--- config.mk ---
export PLATFORM = sky130hd
export DESIGN_NAME = tail_light_decoder
export DESIGN_NICKNAME = d
export VERILOG_FILES = /design/src/rtl/tail_light_pkg.sv /design/src/rtl/tail_light_side_tracker.sv /design/src/rtl/tail_light_decoder.sv
export SDC_FILE = /design/constraint.sdc
export NUM_CORES = 1
export LEC_CHECK = 0
export ABC_AREA = 1
export BUFFER_PORTS_ARGS = -buffer_cell sky130_fd_sc_hd__buf_2
export CORE_ASPECT_RATIO = 1.75
export CORE_MARGIN = 8
export CORE_UTILIZATION = 50
export CTS_CLUSTER_SIZE = 24
export DETAILED_ROUTE_END_ITERATION = 8
export GPL_ROUTABILITY_DRIVEN = 0
export PLACE_DENSITY = 0.81
export SLEW_MARGIN = 20
export SYNTH_ARGS = -nofsm -noshare
export SYNTH_HDL_FRONTEND = slang
export SYNTH_SLANG_ARGS = --single-unit
--- constraint.sdc ---
create_clock -name clk -period 1.5 [get_ports clk]
set_input_delay 0.15 -clock clk [delete_from_list [all_inputs] [get_ports clk]]
set_output_delay 0.15 -clock clk [all_outputs]
set_load 0.1 [all_outputs]
--- src/rtl/tail_light_pkg.sv ---
// Shared lamp-bus pattern constants and defaults for the tail light decoder.
package tail_light_pkg;

  // Left bus is {c,b,a}; right bus is {a,b,c}, so partial codes fill from opposite ends.
  localparam logic [2:0] L_OFF = 3'b000;
  localparam logic [2:0] L_A   = 3'b001;
  localparam logic [2:0] L_AB  = 3'b011;
  localparam logic [2:0] L_ALL = 3'b111;
  localparam logic [2:0] R_OFF = 3'b000;
  localparam logic [2:0] R_A   = 3'b100;
  localparam logic [2:0] R_AB  = 3'b110;
  localparam logic [2:0] R_ALL = 3'b111;

  localparam int HOLD_DEFAULT = 3;

endpackage

--- src/rtl/tail_light_side_tracker.sv ---
// One side of the lamp bus: code legality, sweep step check and turn hold counter.
module tail_light_side_tracker
  import tail_light_pkg::*;
#(
  parameter bit MIRROR = 1'b0,
  parameter int HOLD   = HOLD_DEFAULT
) (
  input  logic       clk,
  input  logic       reset,
  input  logic [2:0] code,
  output logic       is_partial,
  output logic       is_all,
  output logic       is_off,
  output logic       err,
  output logic       active
);

  localparam logic [2:0] C_OFF = MIRROR ? R_OFF : L_OFF;
  localparam logic [2:0] C_A   = MIRROR ? R_A   : L_A;
  localparam logic [2:0] C_AB  = MIRROR ? R_AB  : L_AB;
  localparam logic [2:0] C_ALL = MIRROR ? R_ALL : L_ALL;

  logic [2:0] prev_q;
  logic [2:0] hold_q, hold_d;
  logic       legal, step_bad;

  assign legal      = (code == C_OFF) || (code == C_A) || (code == C_AB) || (code == C_ALL);
  assign step_bad   = (code == C_AB) && (prev_q != C_A);
  assign err        = !legal || step_bad;
  assign is_partial = (code == C_A) || (code == C_AB);
  assign is_all     = (code == C_ALL);
  assign is_off     = (code == C_OFF);
  assign active     = (hold_q != 3'd0);

  // A partial reached by an illegal step is not trusted as a turn indication.
  always_comb begin
    hold_d = hold_q;
    if (is_partial && !err)    hold_d = 3'(HOLD);
    else if (hold_q != 3'd0)   hold_d = hold_q - 3'd1;
  end

  always_ff @(posedge clk or posedge reset) begin
    if (reset) begin
      prev_q <= C_OFF;
      hold_q <= 3'd0;
    end else begin
      prev_q <= code;
      hold_q <= hold_d;
    end
  end

endmodule

--- src/rtl/tail_light_decoder.sv ---
// Lamp-bus receive decoder: turn, brake and hazard intent plus error tracking.
module tail_light_decoder
  import tail_light_pkg::*;
#(
  parameter int HOLD  = HOLD_DEFAULT,
  parameter int ERR_W = 8
) (
  input  logic             clk,
  input  logic             reset,
  input  logic [2:0]       Lcba,
  input  logic [2:0]       Rabc,
  output logic             brake_det,
  output logic             hazard_det,
  output logic             left_det,
  output logic             right_det,
  output logic             seq_err,
  output logic [ERR_W-1:0] err_count
);

  logic l_part, l_all, l_off, l_err;
  logic r_part, r_all, r_off, r_err;

  tail_light_side_tracker #(.MIRROR(1'b0), .HOLD(HOLD)) u_left (
    .clk(clk), .reset(reset), .code(Lcba),
    .is_partial(l_part), .is_all(l_all), .is_off(l_off), .err(l_err), .active(left_det)
  );

  tail_light_side_tracker #(.MIRROR(1'b1), .HOLD(HOLD)) u_right (
    .clk(clk), .reset(reset), .code(Rabc),
    .is_partial(r_part), .is_all(r_all), .is_off(r_off), .err(r_err), .active(right_det)
  );

  logic             both_all, both_off, err_any;
  logic             prev_all_q, prev_lit_q;
  logic             brake_q, brake_d;
  logic [1:0]       alt_q, alt_d;
  logic             seq_err_q;
  logic [ERR_W-1:0] err_cnt_q, err_cnt_d;

  assign both_all = l_all && r_all;
  assign both_off = l_off && r_off;
  assign err_any  = l_err || r_err;

  // prev_lit_q is "previous sample not all-off", so its reset value of 0 means 000/000.
  always_comb begin
    brake_d   = (l_part && r_all) || (r_part && l_all) || (both_all && prev_all_q);
    alt_d     = 2'd0;
    if ((both_all && !prev_lit_q) || (both_off && prev_all_q))
      alt_d = (alt_q == 2'd2) ? 2'd2 : alt_q + 2'd1;
    err_cnt_d = err_cnt_q;
    if (err_any && (err_cnt_q != {ERR_W{1'b1}}))
      err_cnt_d = err_cnt_q + 1'b1;
  end

  always_ff @(posedge clk or posedge reset) begin
    if (reset) begin
      prev_all_q <= 1'b0;
      prev_lit_q <= 1'b0;
      brake_q    <= 1'b0;
      alt_q      <= 2'd0;
      seq_err_q  <= 1'b0;
      err_cnt_q  <= '0;
    end else begin
      prev_all_q <= both_all;
      prev_lit_q <= !both_off;
      brake_q    <= brake_d;
      alt_q      <= alt_d;
      seq_err_q  <= err_any;
      err_cnt_q  <= err_cnt_d;
    end
  end

  assign brake_det  = brake_q;
  assign hazard_det = (alt_q == 2'd2);
  assign seq_err    = seq_err_q;
  assign err_count  = err_cnt_q;

endmodule

## Word level (Yosys, flattened, before mapping)

Index checks and enable logic that the tools add are counted.

| storage, ports and cells | value |
|---|---|
| flip-flop bits (word level) | 26 |
| output and inout bits | 13 |
| word-level logic and storage cells | 68 |

| cells by class | value |
|---|---|
| add/sub/neg operators | 4 |
| equal/unequal tests | 10 |
| muxes and demuxes | 6 |
| reduce and logical (&&, ||, !) cells | 38 |

Operator list:

| cell | number |
|---|---|
| logical OR 1 bit | 14 |
| == test 3 bit, second input constant | 4 |
| logical AND 1 bit | 12 |
| 2-to-1 mux 3 bit | 4 |
| adder 8 x 1 -> 8 bit, second input constant | 1 |
| != test 8 bit, second input constant | 1 |
| logical NOT 1 bit | 6 |
| logical NOT 3 bit | 2 |
| nonzero test 3 bit | 2 |
| subtractor 3 x 1 -> 3 bit, second input constant | 2 |
| 2-to-1 mux 2 bit | 2 |
| nonzero test 2 bit | 2 |
| == test 3 x 1 -> 1 bit, second input constant | 1 |
| == test 3 x 2 -> 1 bit, second input constant | 1 |
| != test 3 x 1 -> 1 bit, second input constant | 1 |
| != test 3 bit, second input constant | 1 |
| adder 2 x 1 -> 2 bit, second input constant | 1 |
| == test 2 bit, second input constant | 1 |

## Depth between registers and ports, before layout

Gate-level depths: netlist of the first run.

| logic depth | value |
|---|---|
| depth after elaboration | 9 |
| gate-level depth with buffers | 8 |
| mapped depth without buffers | 8 |

## By module

Synthesis of the first run repeated with hierarchy kept, for this count alone.

| unflattened totals | value |
|---|---|
| cells, all modules | 166 |
| area total of the unflattened synthesis | 1360.1 µm² |

By module, submodules not included:

| module | times used | cells each | area each (µm²) | sequential area each (µm²) |
|---|---|---|---|---|
| tail_light_decoder | 1 | 91 | 737.0 | 350.3 |
| tail_light_side_tracker (u_left) | 1 | 38 | 320.3 | 150.1 |
| tail_light_side_tracker (u_right) | 1 | 37 | 302.8 | 150.1 |

## Least setup slack after synthesis of the first run

OpenSTA, ideal clock, no wires.

| path | value |
|---|---|
| path kind | reg2reg |
| start | register err_cnt_q[0] (netlist: err_count[0]) |
| end | register err_cnt_q[0] (netlist: err_count[0]) |
| setup time | 122 ps |
| data arrival time | 1887 ps |
| data required time | 1378 ps |
| setup slack | -510 ps |
| cell stages (with the launch flop) | 7 |
| path buffers | 0 |
| period minus slack after synthesis | 2010 ps |
| cell sequence | dfrtp_1 > ha_1 > nand2_1 > nor3_2 > inv_1 > nand3_1 > nand2_1 |

| between the ends | value |
|---|---|
| longest elaborated chain between the ends | 2 |
| elaborated cells on any way between the ends | 3 |

RTL lines:

| what | line | RTL |
|---|---|---|
| start, declared | tail_light_decoder.sv:38 | `logic [ERR_W-1:0] err_cnt_q, err_cnt_d;` |
| start signal, assigned | tail_light_decoder.sv:69 | `err_cnt_q <= err_cnt_d;` |
| branches (longest 2 deep; another with adder 8 x 1 -> 8 bit) | - |  |

Parallel ways; which one is timed is not known.
A chain may end at the register's enable or synchronous reset.

## Worst setup path in the final report of the first run

| path | value |
|---|---|
| start | register u_right.hold_q[0] |
| end | output port right_det |

| between the ends | value |
|---|---|
| longest elaborated chain between the ends | 1 |

RTL lines:

| what | line | RTL |
|---|---|---|
| start, declared | tail_light_side_tracker.sv:24 | `logic [2:0] hold_q, hold_d;` |
| start signal, assigned | tail_light_side_tracker.sv:48 | `hold_q <= hold_d;` |
| nonzero test 3 bit | tail_light_side_tracker.sv:33 | `assign active = (hold_q != 3'd0);` |
| end, declared | tail_light_decoder.sv:15 | `output logic right_det,` |

No other way between the ends.

==> results.md, run 1 <==
- # nets final: 204
- Post-synth top cells: 46 x nand2_1, 27 x inv_1, 26 x dfrtp_1
- Maximum VDD drop: 1.476 mV
- Routed length per placed instance: approximately 12 µm
- Syn Area/Cell: 8.291 µm²
- Final Util: ~66%
- Residual DRC: 0
- CP Buf/Inv Count: 3
- Detailed Route Iter0 Violations: 16
- Yosys warning total: 0
- CP dominant cell by count: ha_4
- Vias in the first global route: around 1,100
- Num CTS Buffers: 3
- DP Wirelength: ~2100 µm
- PD cells: 2032 nW/µm²
- CP startpoint kind: flip-flop
- Ys async rst share: 100.0%
- CTS root buf: clkbuf_8
- Ant. Diodes: 0
- Setup total negative slack: 0 ns
- Layout area overhead: 25.98%
- Crit path max fanout: 4
- ANT nets after route: 0
- Post-Route WL: ~2700 µm
- CP Cell Sequence: inv_2, ha_4, ha_4, clkinvlp_4, buf_12
- Clk Latency, worst-skew pair: 0.26 ns
- Min Tclk post-route: roughly 1.5 ns
- Area share of the largest cell type after synthesis: about half
- Largest area contributor in the netlist: dfrtp_1
- Initial antenna violation count: 0
- Final Non-Filler Cells: around 210
- EDFF count, synth: 0
- Synthesized cell area: around 1300 µm²
- CP arrival: about 1.3 ns
- Final setup vio count: 0
- Rel. slew slack: between 60% and 70%
- Most used DFF post-synth: dfrtp_1
- Tot GR Track Use: 12.34%
- Ports: 21
- Gr ovfl total: 0
- Fin crit share: 97.83%
- CTS tree: done
- Syn Nets: ~170
- Total of max-cap violations: 0
- Crit-path slowest cell: dfrtp_1
- Max Buffers Root-to-Sink: 2
- Pwr Total: 3.354 mW
- I/O Buffers: 20
- Max frequency: ~0.68 GHz
- H-tree lvl count: 1
- Status: complete, no violations
- Clock Skew: 0.005048 ns
- Die height: 83.72 µm
- Ratio of cells with drive above 1 in the final layout: 28.72%
- Final slew viol count: 0
- Synth area leaders: dfrtp_1 50%, nand2_1 13%, inv_1 7.7%
- CTS clk-pin slew, worst paths: 0.08 ns
- Detailed-route vias per instance: about 5.2
- Crit path required time: ~1.4 ns
- Synth Instances: around 160
- Placed Cells: between 200 and 250
- First-pass DRT Iterations: 4
- Chip width: ~55 µm
- Initial Util: 52.56%
- Row count: 24
- Seq cells post-synth: 26
- Worst slew pin tran: about 0.49 ns
- P_leak: 0.8356 nW
- Number of library cell types mapped by synthesis: 22
- Core Footprint: between 2000 and 2500 µm²
- CP Capture Type: output pin
- Post-synthesis sequential area ratio: between 40% and 50%
- Hold Crit Class: primary input to flip-flop
- Final hold vios: 0
- Die Area: ~4600 µm²
- Most frequent cell after synthesis: nand2_1
- Unrepaired setup endpoints after global routing: yes
- CP Class: flip-flop to output pin
- Clock sinks: 26
- First-pass GRT wire length: ~4400 µm
- Largest net degree at the start of global routing: 27
- Vias: 1,117
- Slowest Stage Delay on Critical Path: 0.40 ns
- Worst path top cell family by delay: flip-flops
-- state kept, by name, summed over array words and instances, names as in the netlist, 2 cells and up --
signal	flops
alt_q	2
err_count	8
u_right.prev_q	3
u_left.prev_q	3
u_right.hold_q	3
u_left.hold_q	3
-- report_power, final --
| part | total, mW | switching [mW] | internal (mW) |
|---|---|---|---|
| Sequential | 1.09 | 0.185 | 0.904 |
| Combinational | 1.87 | 1.29 | 0.586 |
| Clock | 0.391 | 0.202 | 0.190 |
| Total | 3.35 | 1.67 | 1.68 |
-- worst paths after layout --
path | startpoint | to | slack [ns] | depth (start not counted)
setup / recovery | u_right.hold_q[0] | right_det | 0.03 | 5
hold / removal | Lcba[1] | u_left.prev_q[1] | 0.03 | 1
setup reg to reg | err_count[0] | err_count[2] | 0.13 | 6
hold reg to reg | u_left.hold_q[1] | u_left.hold_q[1] | 0.49 | 2
max in group asynchronous | reset | err_count[0] | 0.77 | 4
min in group asynchronous | reset | alt_q[1] | 0.47 | 4
-- metrics by stage --
stage	hold WS (ns)	instance area [µm²]	worst slack [ns]
final	0.02808	1650	0.03257
after global routing	0.03231	1650	-0.01002
after CTS	0.02716	1615	-0.02999
after detailed placement	0.2147	1545	0.1475
after global placement	0.2091	1545	0.2424
after floorplan	0.1814	1375	-0.1170
-- area by class of cell --
cell class | instances | area (µm²)
clock buffer | 4 | 45.04
timing repair buffer | 26 | 177.7
sequential | 26 | 665.6
fill | 203 | 842.1
tap | 26 | 32.53
inverter | 28 | 112.6
multi-input combinational | 104 | 616.8
-- cells by family (layout without fill, tap and decap cells) --
logic type	after synthesis	after routing	share of synthesized area, %
flops	26	26	49.67
xor+xnor	3	3	2.006
fa+ha+maj	7	7	6.685
compound gates	13	13	6.782
buf+inv	28	58	8.023
simple gates	81	81	26.84
-- cells in the final DEF (no fill, tap or decap) --
| cell type | n |
|---|---|
| nand2_1 | 46 |
| buf_2 | 18 |
| ha_1 | 2 |
| nand3b_1 | 1 |
| dfrtp_2 | 6 |
| nor2_1 | 12 |
| clkbuf_8 | 3 |
| inv_1 | 21 |
| o22ai_1 | 1 |
| nand3_1 | 17 |
| dlygate4sd3_1 | 1 |
| xnor2_1 | 2 |
| nor3_2 | 1 |
| dfrtp_4 | 2 |
| buf_12 | 2 |
| nand4_1 | 1 |
| a31oi_1 | 1 |
| buf_4 | 5 |
| o21bai_4 | 1 |
| dfrtp_1 | 18 |
| a22o_1 | 1 |
| nor2_2 | 1 |
| o21ai_1 | 2 |
| o21ai_0 | 5 |
| o21ai_2 | 1 |
| a21oi_1 | 1 |
| nand4_2 | 1 |
| ha_4 | 5 |
| clkinvlp_4 | 2 |
| nand2_2 | 1 |
| xor2_1 | 1 |
| inv_2 | 5 |
| clkbuf_1 | 1 |
-- metal layers --
layer	vias to the layer above	share of wire [%]	global-route usage (%)
li1	558	-	-
met1	530	39	12.34
met2	25	55	22.90
met3	4	4.8	1.964
met4	0	1.3	4.505
met5	-	0	0
-- what timing repair did --
action	CTS	global route
pin swaps	0	3
setup endpoints to repair	2	2
endpoints found under the hold margin	26	0
buffers inserted	2	2
resized for setup	0	5
hold buffers	1	0
Note: power is estimated with default switching activity, not from simulation.
==> run 2, diff against run 1 <==
--- a/config.mk
+++ b/config.mk
@@ -14,7 +14,9 @@
 export DETAILED_ROUTE_END_ITERATION = 8
 export GPL_ROUTABILITY_DRIVEN = 0
 export PLACE_DENSITY = 0.81
+export SETUP_SLACK_MARGIN = 0.02
 export SLEW_MARGIN = 20
 export SYNTH_ARGS = -nofsm -noshare
 export SYNTH_HDL_FRONTEND = slang
+export SYNTH_HIERARCHICAL = 1
 export SYNTH_SLANG_ARGS = --single-unit
==> run 2 against run 1 <==
Against the previous run:
- power up 8.6%
- cell count up 6.1%
- core utilization decreased by 0.14 points
- global-route usage decreased by 0.24 points
- wire length grew 7.9%
- clock skew increased by 0.0032 ns
- hold slack worse by 0.0029 ns
==> results.md, run 2 <==
- Status: complete, no violations
- Syn Nets: 181 (+4.6%)
- Worst path top cell family by delay: flip-flops
- Final Cell Area: 1757 µm² (+6.4%)
- Core Footprint: 2659 µm² (+6.7%)
- ANT nets after route: 0 (unchanged)
- Largest net degree at the start of global routing: 15 (-44%)
- Ports: 21 (unchanged)
- First-pass DRT Iterations: 4 (unchanged)
- First-pass GRT wire length: 4857 µm (+9.3%)
- Most frequent cells in the layout: 50 x nand2_1, 24 x inv_1, 18 x dfrtp_1
- Detailed Route Iter0 Violations: 26 (+10)
- Detailed-route vias per instance: 5.057 (-3.1%)
- Rel. slew slack: 63.34% (-4.2 points)
- Chip width: 55.43 µm (+1.3%)
- Clk Latency, worst-skew pair: 0.27 ns (about the same)
- Residual DRC: 0 (unchanged)
- Unrepaired setup endpoints after global routing: yes
- EDFF count, synth: 0 (unchanged)
- P_leak: 0.9044 nW (+8.2%)
- I/O Buffers: 20 (unchanged)
- Min Tclk post-route: 1.449 ns (-0.01858 ns)
- Row count: 25 (+4.2%)
- Final setup vio count: 0 (unchanged)
- Max Buffers Root-to-Sink: 2 (unchanged)
- Max reg flops: 8 (unchanged)
- Initial antenna violation count: 0 (unchanged)
- H-tree lvl count: 1 (unchanged)
- Hold Crit Class: primary input to flip-flop
- Largest area contributor in the netlist: dfrtp_1
- DP Wirelength: 2225 µm (+4.8%)
- R2R Setup Slk: 0.14 ns (about the same)
- Place WS: 0.1448 ns (-0.002628 ns)
- Vias: 1,148 (+2.8%)
- Area share of the largest cell type after synthesis: 47.84% (-1.8 points)
- Post-synth top cells: 50 x nand2_1, 30 x inv_1, 26 x dfrtp_1
- Fin crit share: 96.59% (-1.2 points)
- Yosys warning total: 6 (+6)
- Synth area leaders: dfrtp_1 48%, nand2_1 14%, inv_1 8.3%
- CP startpoint kind: flip-flop
- Post-synthesis sequential area ratio: 47.84% (-1.8 points)
- Area after DPL: 1602 µm² (+3.6%)
- WHS: 0.02521 ns (-0.002871 ns)
- Die Area: 4711 µm² (+2.9%)
- Synthesized cell area: 1360 µm² (+3.8%)
- Final hold vios: 0 (unchanged)
- Crit. Startpoint: u_left/hold_q[0]
- Synth Instances: 166 (+5.1%)
- Post-Route WL: 2871 µm (+7.9%)
- Crit path max fanout: 2 (-2)
- Ratio of cells with drive above 1 in the final layout: 36.00% (+7.3 points)
- Most used DFF post-synth: dfrtp_1
- PD cells: 2074 nW/µm² (+2.0%)
- Most frequent cell after synthesis: nand2_1
- Number of library cell types mapped by synthesis: 24 (+9.1%)
- Crit path required time: 1.35 ns (about the same)
- R2R Path End: u_left/hold_q[2]
- R2r startpoint: u_left/hold_q[0]
- R2R depth: 8 (+2)
- Clock sinks: 26 (unchanged)
- WP depth: 5 (unchanged)
- Total of max-cap violations: 0 (unchanged)
- CTS clk-pin slew, worst paths: 0.09 ns (about the same)
- Tot GR Track Use: 12.11% (-0.24 points)
- Gr ovfl total: 0 (unchanged)
- Initial Util: 51.15% (-1.4 points)
- Clock Skew: 0.008243 ns (+0.003195 ns)
- Num CTS Buffers: 3 (unchanged)
- Fill cells: 209 (+3.0%)
- Maximum VDD drop: 1.481 mV (+0.30%)
- Worst slew pin tran: 0.5493 ns (+0.05924 ns)
- Ys async rst share: 100.0% (unchanged)
- Critical Path End: left_det
- CP dominant cell by count: ha_4
- Die height: 85.00 µm (+1.5%)
- CP Class: flip-flop to output pin
- Most common cell after layout, fill and taps aside: nand2_1
- Syn Area/Cell: 8.193 µm² (-1.2%)
- CP Cell Sequence: inv_2, ha_4, ha_4, clkinvlp_4, buf_12
- Layout area overhead: 29.16%
- CP Buf/Inv Count: 3 (unchanged)
- Crit-path slowest cell: dfrtp_1
- Slowest Stage Delay on Critical Path: 0.40 ns (about the same)
- # nets final: 216 (+5.9%)
- CP arrival: 1.30 ns (-0.02 ns)
- CTS tree: done
- Final slew viol count: 0 (unchanged)
- Routed length per placed instance: 12.65 µm (+1.7%)
- Vias in the first global route: 1,203 (+8.7%)
- Pwr Total: 3.643 mW (+8.6%)
- CTS root buf: clkbuf_8
- Final Util: 66.07% (-0.14 points)
- CP Capture Type: output pin
- Seq cells post-synth: 26 (unchanged)
- Ant. Diodes: 0 (unchanged)
- Setup ws final: 0.05116 ns (+0.01858 ns)
- Max frequency: 0.6902 GHz (+1.3%)
-- run 2: logic make-up (layout without fill, tap and decap cells) --
| group | Yosys count | after routing | share of synthesized area [%] |
|---|---|---|---|
| simple gates | 89 | 89 | 31.28 |
| buf+inv | 34 | 68 | 9.568 |
| flops | 26 | 26 | 47.84 |
| fa+ha+maj | 7 | 7 | 6.439 |
| compound gates | 7 | 7 | 2.944 |
| xor+xnor | 3 | 3 | 1.932 |
-- run 2: area by class of cell --
type,instances,area [µm²],area share [%]
flip-flops and latches,26,665.6,37.89
inverters,34,137.6,7.835
well taps,27,33.78,1.923
multi-input cells,106,641.9,36.54
clock buffers,4,55.05,3.134
repair buffers,30,222.7,12.68
-- run 2: where the power goes --
group	total (mW)	switching, mW	leakage (nW)	internal [mW]
registers	1.11	0.195	0.302	0.918
clock network	0.453	0.218	0.0288	0.235
logic	2.08	1.41	0.573	0.666
-- run 2: worst reg2reg max path: cells and delay by family (launching register included) --
kind	cells	cell delay (ns)
adders and majority gates	2	0.32
AOI/OAI and AO/OA	1	0.17
buffers and inverters	4	0.37
and+or+nand+nor	1	0.08
DFF	1	0.38
-- run 2: per-stage QoR --
stage / cells / TNS [ns]
floorplan: 166 / -0.2143
global placement: 213 / 0
detailed placement: 213 / 0
CTS: 225 / -0.002856
global route: 227 / -0.001888
finish: 227 / 0
-- run 2: metal layers --
| layer | track usage, % | wire length [µm] | vias up |
|---|---|---|---|
| met2 | 25.10 | 1704 | 22 |
| met1 | 10.53 | 999 | 553 |
| met4 | 4.730 | 76 | 0 |
| li1 | - | - | 564 |
| met5 | 0 | 0 | - |
| met3 | 2.242 | 91 | 9 |
-- run 2: how the worst min path moves through the flow --
stage,cells after the start,to,startpoint,slack (ns)
floorplan,1,u_left/hold_q[0],reset,-0.06
global placement,2,u_right/prev_q[0],reset,0.09
detailed placement,2,u_left/prev_q[2],reset,0.1
CTS,1,u_right/prev_q[1],Rabc[1],0.03
global route,1,u_right/prev_q[1],Rabc[1],0.02
finish,1,u_right/prev_q[1],Rabc[1],0.03
-- run 2: what timing repair did --
| item | 4_1_cts | 5_1_grt |
|---|---|---|
| hold buffers | 1 | 0 |
| endpoints found under the setup margin | 2 | 4 |
| setup buffers | 7 | 2 |
| resized for setup | 1 | 7 |
| endpoints found under the hold margin | 26 | 0 |
| pin swaps | 3 | 1 |
==> run 3, diff against run 2 <==
--- a/config.mk
+++ b/config.mk
@@ -9,11 +9,11 @@
 export BUFFER_PORTS_ARGS = -buffer_cell sky130_fd_sc_hd__buf_2
 export CORE_ASPECT_RATIO = 1.75
 export CORE_MARGIN = 8
-export CORE_UTILIZATION = 50
+export CORE_UTILIZATION = 55
 export CTS_CLUSTER_SIZE = 24
 export DETAILED_ROUTE_END_ITERATION = 8
 export GPL_ROUTABILITY_DRIVEN = 0
-export PLACE_DENSITY = 0.81
+export PLACE_DENSITY = 0.87
 export SETUP_SLACK_MARGIN = 0.02
 export SLEW_MARGIN = 20
 export SYNTH_ARGS = -nofsm -noshare
==> run 3 against run 2 <==
Against the previous run:
- wire length grew 3.9%
- largest power group unchanged
- sequential power barely moved
- clock-buffer cell count is the same
- the run now ends with negative setup slack left
==> results.md, run 3 (synthesized netlist as in run 2, its figures left out) <==
- CTS root buf: clkbuf_8
- CP Capture Type: output pin
- Largest net degree at the start of global routing: 15 (unchanged)
- Die Area: 4383 µm² (-7.0%)
- Fin crit share: 102.2% (+5.6 points)
- Rel. slew slack: 63.19% (-0.15 points)
- Unrepaired setup endpoints after global routing: yes
- Final hold vios: 0 (unchanged)
- Clock sinks: 26 (unchanged)
- Reg power frac: 30.8% (+0.3 points)
- Worst path top cell family by delay: flip-flops
- CP Buf/Inv Count: 3 (unchanged)
- Sw Ratio: 50.74% (+0.66 points)
- Status: finished with violations
- Vias: 1,119 (-2.5%)
- Hold Crit Class: primary input to flip-flop
- I/O Buffers: 20 (unchanged)
- P_leak: 0.8922 nW (-1.4%)
- Maximum VDD drop: 1.141 mV (-23%)
- WHS Path Cells: 1 (unchanged)
- Internal power: 1.760 mW (-3.2%)
- Max frequency: 0.6522 GHz (-5.5%)
- Final slew viol count: 0 (unchanged)
- Setup ws final: -0.03333 ns (-0.08449 ns)
- Failing checks: negative setup slack
- Ant. Diodes: 0 (unchanged)
- CP Cell Sequence: inv_1, ha_2, ha_4, clkinvlp_4, buf_12
- Sw power: 1.813 mW (-0.63%)
- Ports: 21 (unchanged)
- Setup total negative slack: -0.03333 ns (-0.03333 ns)
- Min Tclk post-route: 1.533 ns (+0.08449 ns)
- CTS tree: done
- Total of max-cap violations: 0 (unchanged)
- Row count: 24 (-4.0%)
- Core Footprint: 2432 µm² (-8.5%)
- Clk Latency, worst-skew pair: 0.27 ns (about the same)
- Vias in the first global route: 1,192 (-0.91%)
- Tot GR Track Use: 15.47% (+3.4 points)
- CP startpoint kind: flip-flop
- Ratio of cells with drive above 1 in the final layout: 34.17% (-1.8 points)
- Clk network pwr share: 11.3% (-1.1 points)
- PD cells: 2083 nW/µm² (+0.44%)
- Final setup vio count: 1 (+1)
- ANT nets after route: 0 (unchanged)
- Layout area overhead: 26.13%
- Most common cell after layout, fill and taps aside: nand2_1
- Residual DRC: 0 (unchanged)
- Initial antenna violation count: 0 (unchanged)
- First-pass GRT wire length: 5002 µm (+3.0%)
- Chip width: 53.59 µm (-3.3%)
- CTS clk-pin slew, worst paths: 0.09 ns (about the same)
- Crit path max fanout: 3 (+1)
- CP Class: flip-flop to output pin
- Final Cell Area: 1715 µm² (-2.3%)
- Gr ovfl total: 0 (unchanged)
- Comb pwr share: 57.8% (+0.8 points)
- Detailed-route vias per instance: 4.973 (-1.7%)
- Num CTS Buffers: 3 (unchanged)
- Worst slew pin tran: 0.5515 ns (+0.002223 ns)
- Area after DPL: 1585 µm² (-1.0%)
- Detailed Route Iter0 Violations: 18 (-31%)
- Clock Skew: 0.004490 ns (-0.003754 ns)
- Die height: 81.79 µm (-3.8%)
- Slowest Stage Delay on Critical Path: 0.40 ns (about the same)
- Post-Route WL: 2982 µm (+3.9%)
- Most frequent cells in the layout: 50 x nand2_1, 26 x inv_1, 18 x dfrtp_1
- H-tree lvl count: 1 (unchanged)
- WHS: 0.01617 ns (-0.009039 ns)
- WP depth: 5 (unchanged)
- Crit-path slowest cell: dfrtp_1
- First-pass DRT Iterations: 4 (unchanged)
- R2R depth: 8 (unchanged)
- DP Wirelength: 2210 µm (-0.70%)
- Routed length per placed instance: 13.25 µm (+4.8%)
- Max Buffers Root-to-Sink: 2 (unchanged)
- CP arrival: 1.38 ns (+0.08 ns)
- Max reg flops: 8 (unchanged)
- Crit path required time: 1.35 ns (about the same)
- # nets final: 215 (-0.46%)
- Initial Util: 55.92% (+4.8 points)
[run 3: cell types whose count changed in the layout (fill, tap and decap cells not counted)]
cell and delta:
inv_1 +2, inv_2 -2, buf_12 -1, buf_4 -1, clkbuf_1 +1, clkbuf_4 +1, clkbuf_8 -1, ha_2 +1
ha_4 -1
[run 3: cell type report]
class | instances | area [µm²]
well taps | 26 | 32.53
flip-flops and latches | 26 | 665.6
inverters | 34 | 137.6
multi-input cells | 106 | 631.9
clock buffers | 4 | 45.04
repair buffers | 29 | 202.7
fillers | 173 | 716.9
[run 3: per-stage QoR]
stage / total power, mW / utilization [%] / instances / setup WS (ns)
3_5_place_dp: 3.002 / 65.17 / 212 / 0.1610
2_1_floorplan: 2.581 / - / 166 / -0.1081
5_1_grt: 3.830 / 70.52 / 225 / -0.06887
4_1_cts: 3.478 / 68.47 / 220 / -0.03735
6_report: 3.573 / 70.52 / 225 / -0.03333
3_3_place_gp: 2.904 / 65.17 / 212 / 0.2270
[run 3: per-layer routing]
layer / track usage [%] / vias to the layer above / part of all wire (%)
met4: 11.42 / 0 / 4.5
li1: - / 560 / -
met3: 3.080 / 12 / 4.3
met2: 27.59 / 27 / 57
met1: 14.77 / 520 / 34
met5: 0 / - / 0
[run 3: path summary, 6_finish.rpt]
path	start	to	slack (ns)
max	u_left/hold_q[0]	left_det	-0.03
min	Rabc[1]	u_right/prev_q[1]	0.02
max reg2reg	u_right/prev_q[2]	err_count[7]	0.18
min reg2reg	prev_all_q	brake_det	0.52
max in group asynchronous	reset	err_count[0]	0.60
min in group asynchronous	reset	u_left/hold_q[0]	0.34
[run 3: power groups by stage]
stage                     logic, mW  clock network [mW]  registers, mW
after floorplan               0.838                   0           1.74
after global placement         1.80                   0           1.11
after detailed placement       1.89                   0           1.12
after CTS                      1.96               0.420           1.09
after global routing           2.26               0.440           1.13
final                          2.07               0.405           1.10
[run 3: worst register-to-register path, stage by stage, from the launching register on]
cell and delay, ns:
dfrtp_1 0.38, nand2_1 0.06, nand2_1 0.08, nand2_1 0.10
nor2_2 0.06, nor2_1 0.26, nand3_1 0.15, nand2_1 0.10
nand2_1 0.05
[run 3: what timing repair did]
action,in CTS,in global routing
hold buffers,1,0
hold endpoints to repair,26,0
cloned,0,0
pin swaps,1,2
resized for setup,1,5
buffers inserted,3,5
setup endpoints to repair,2,5
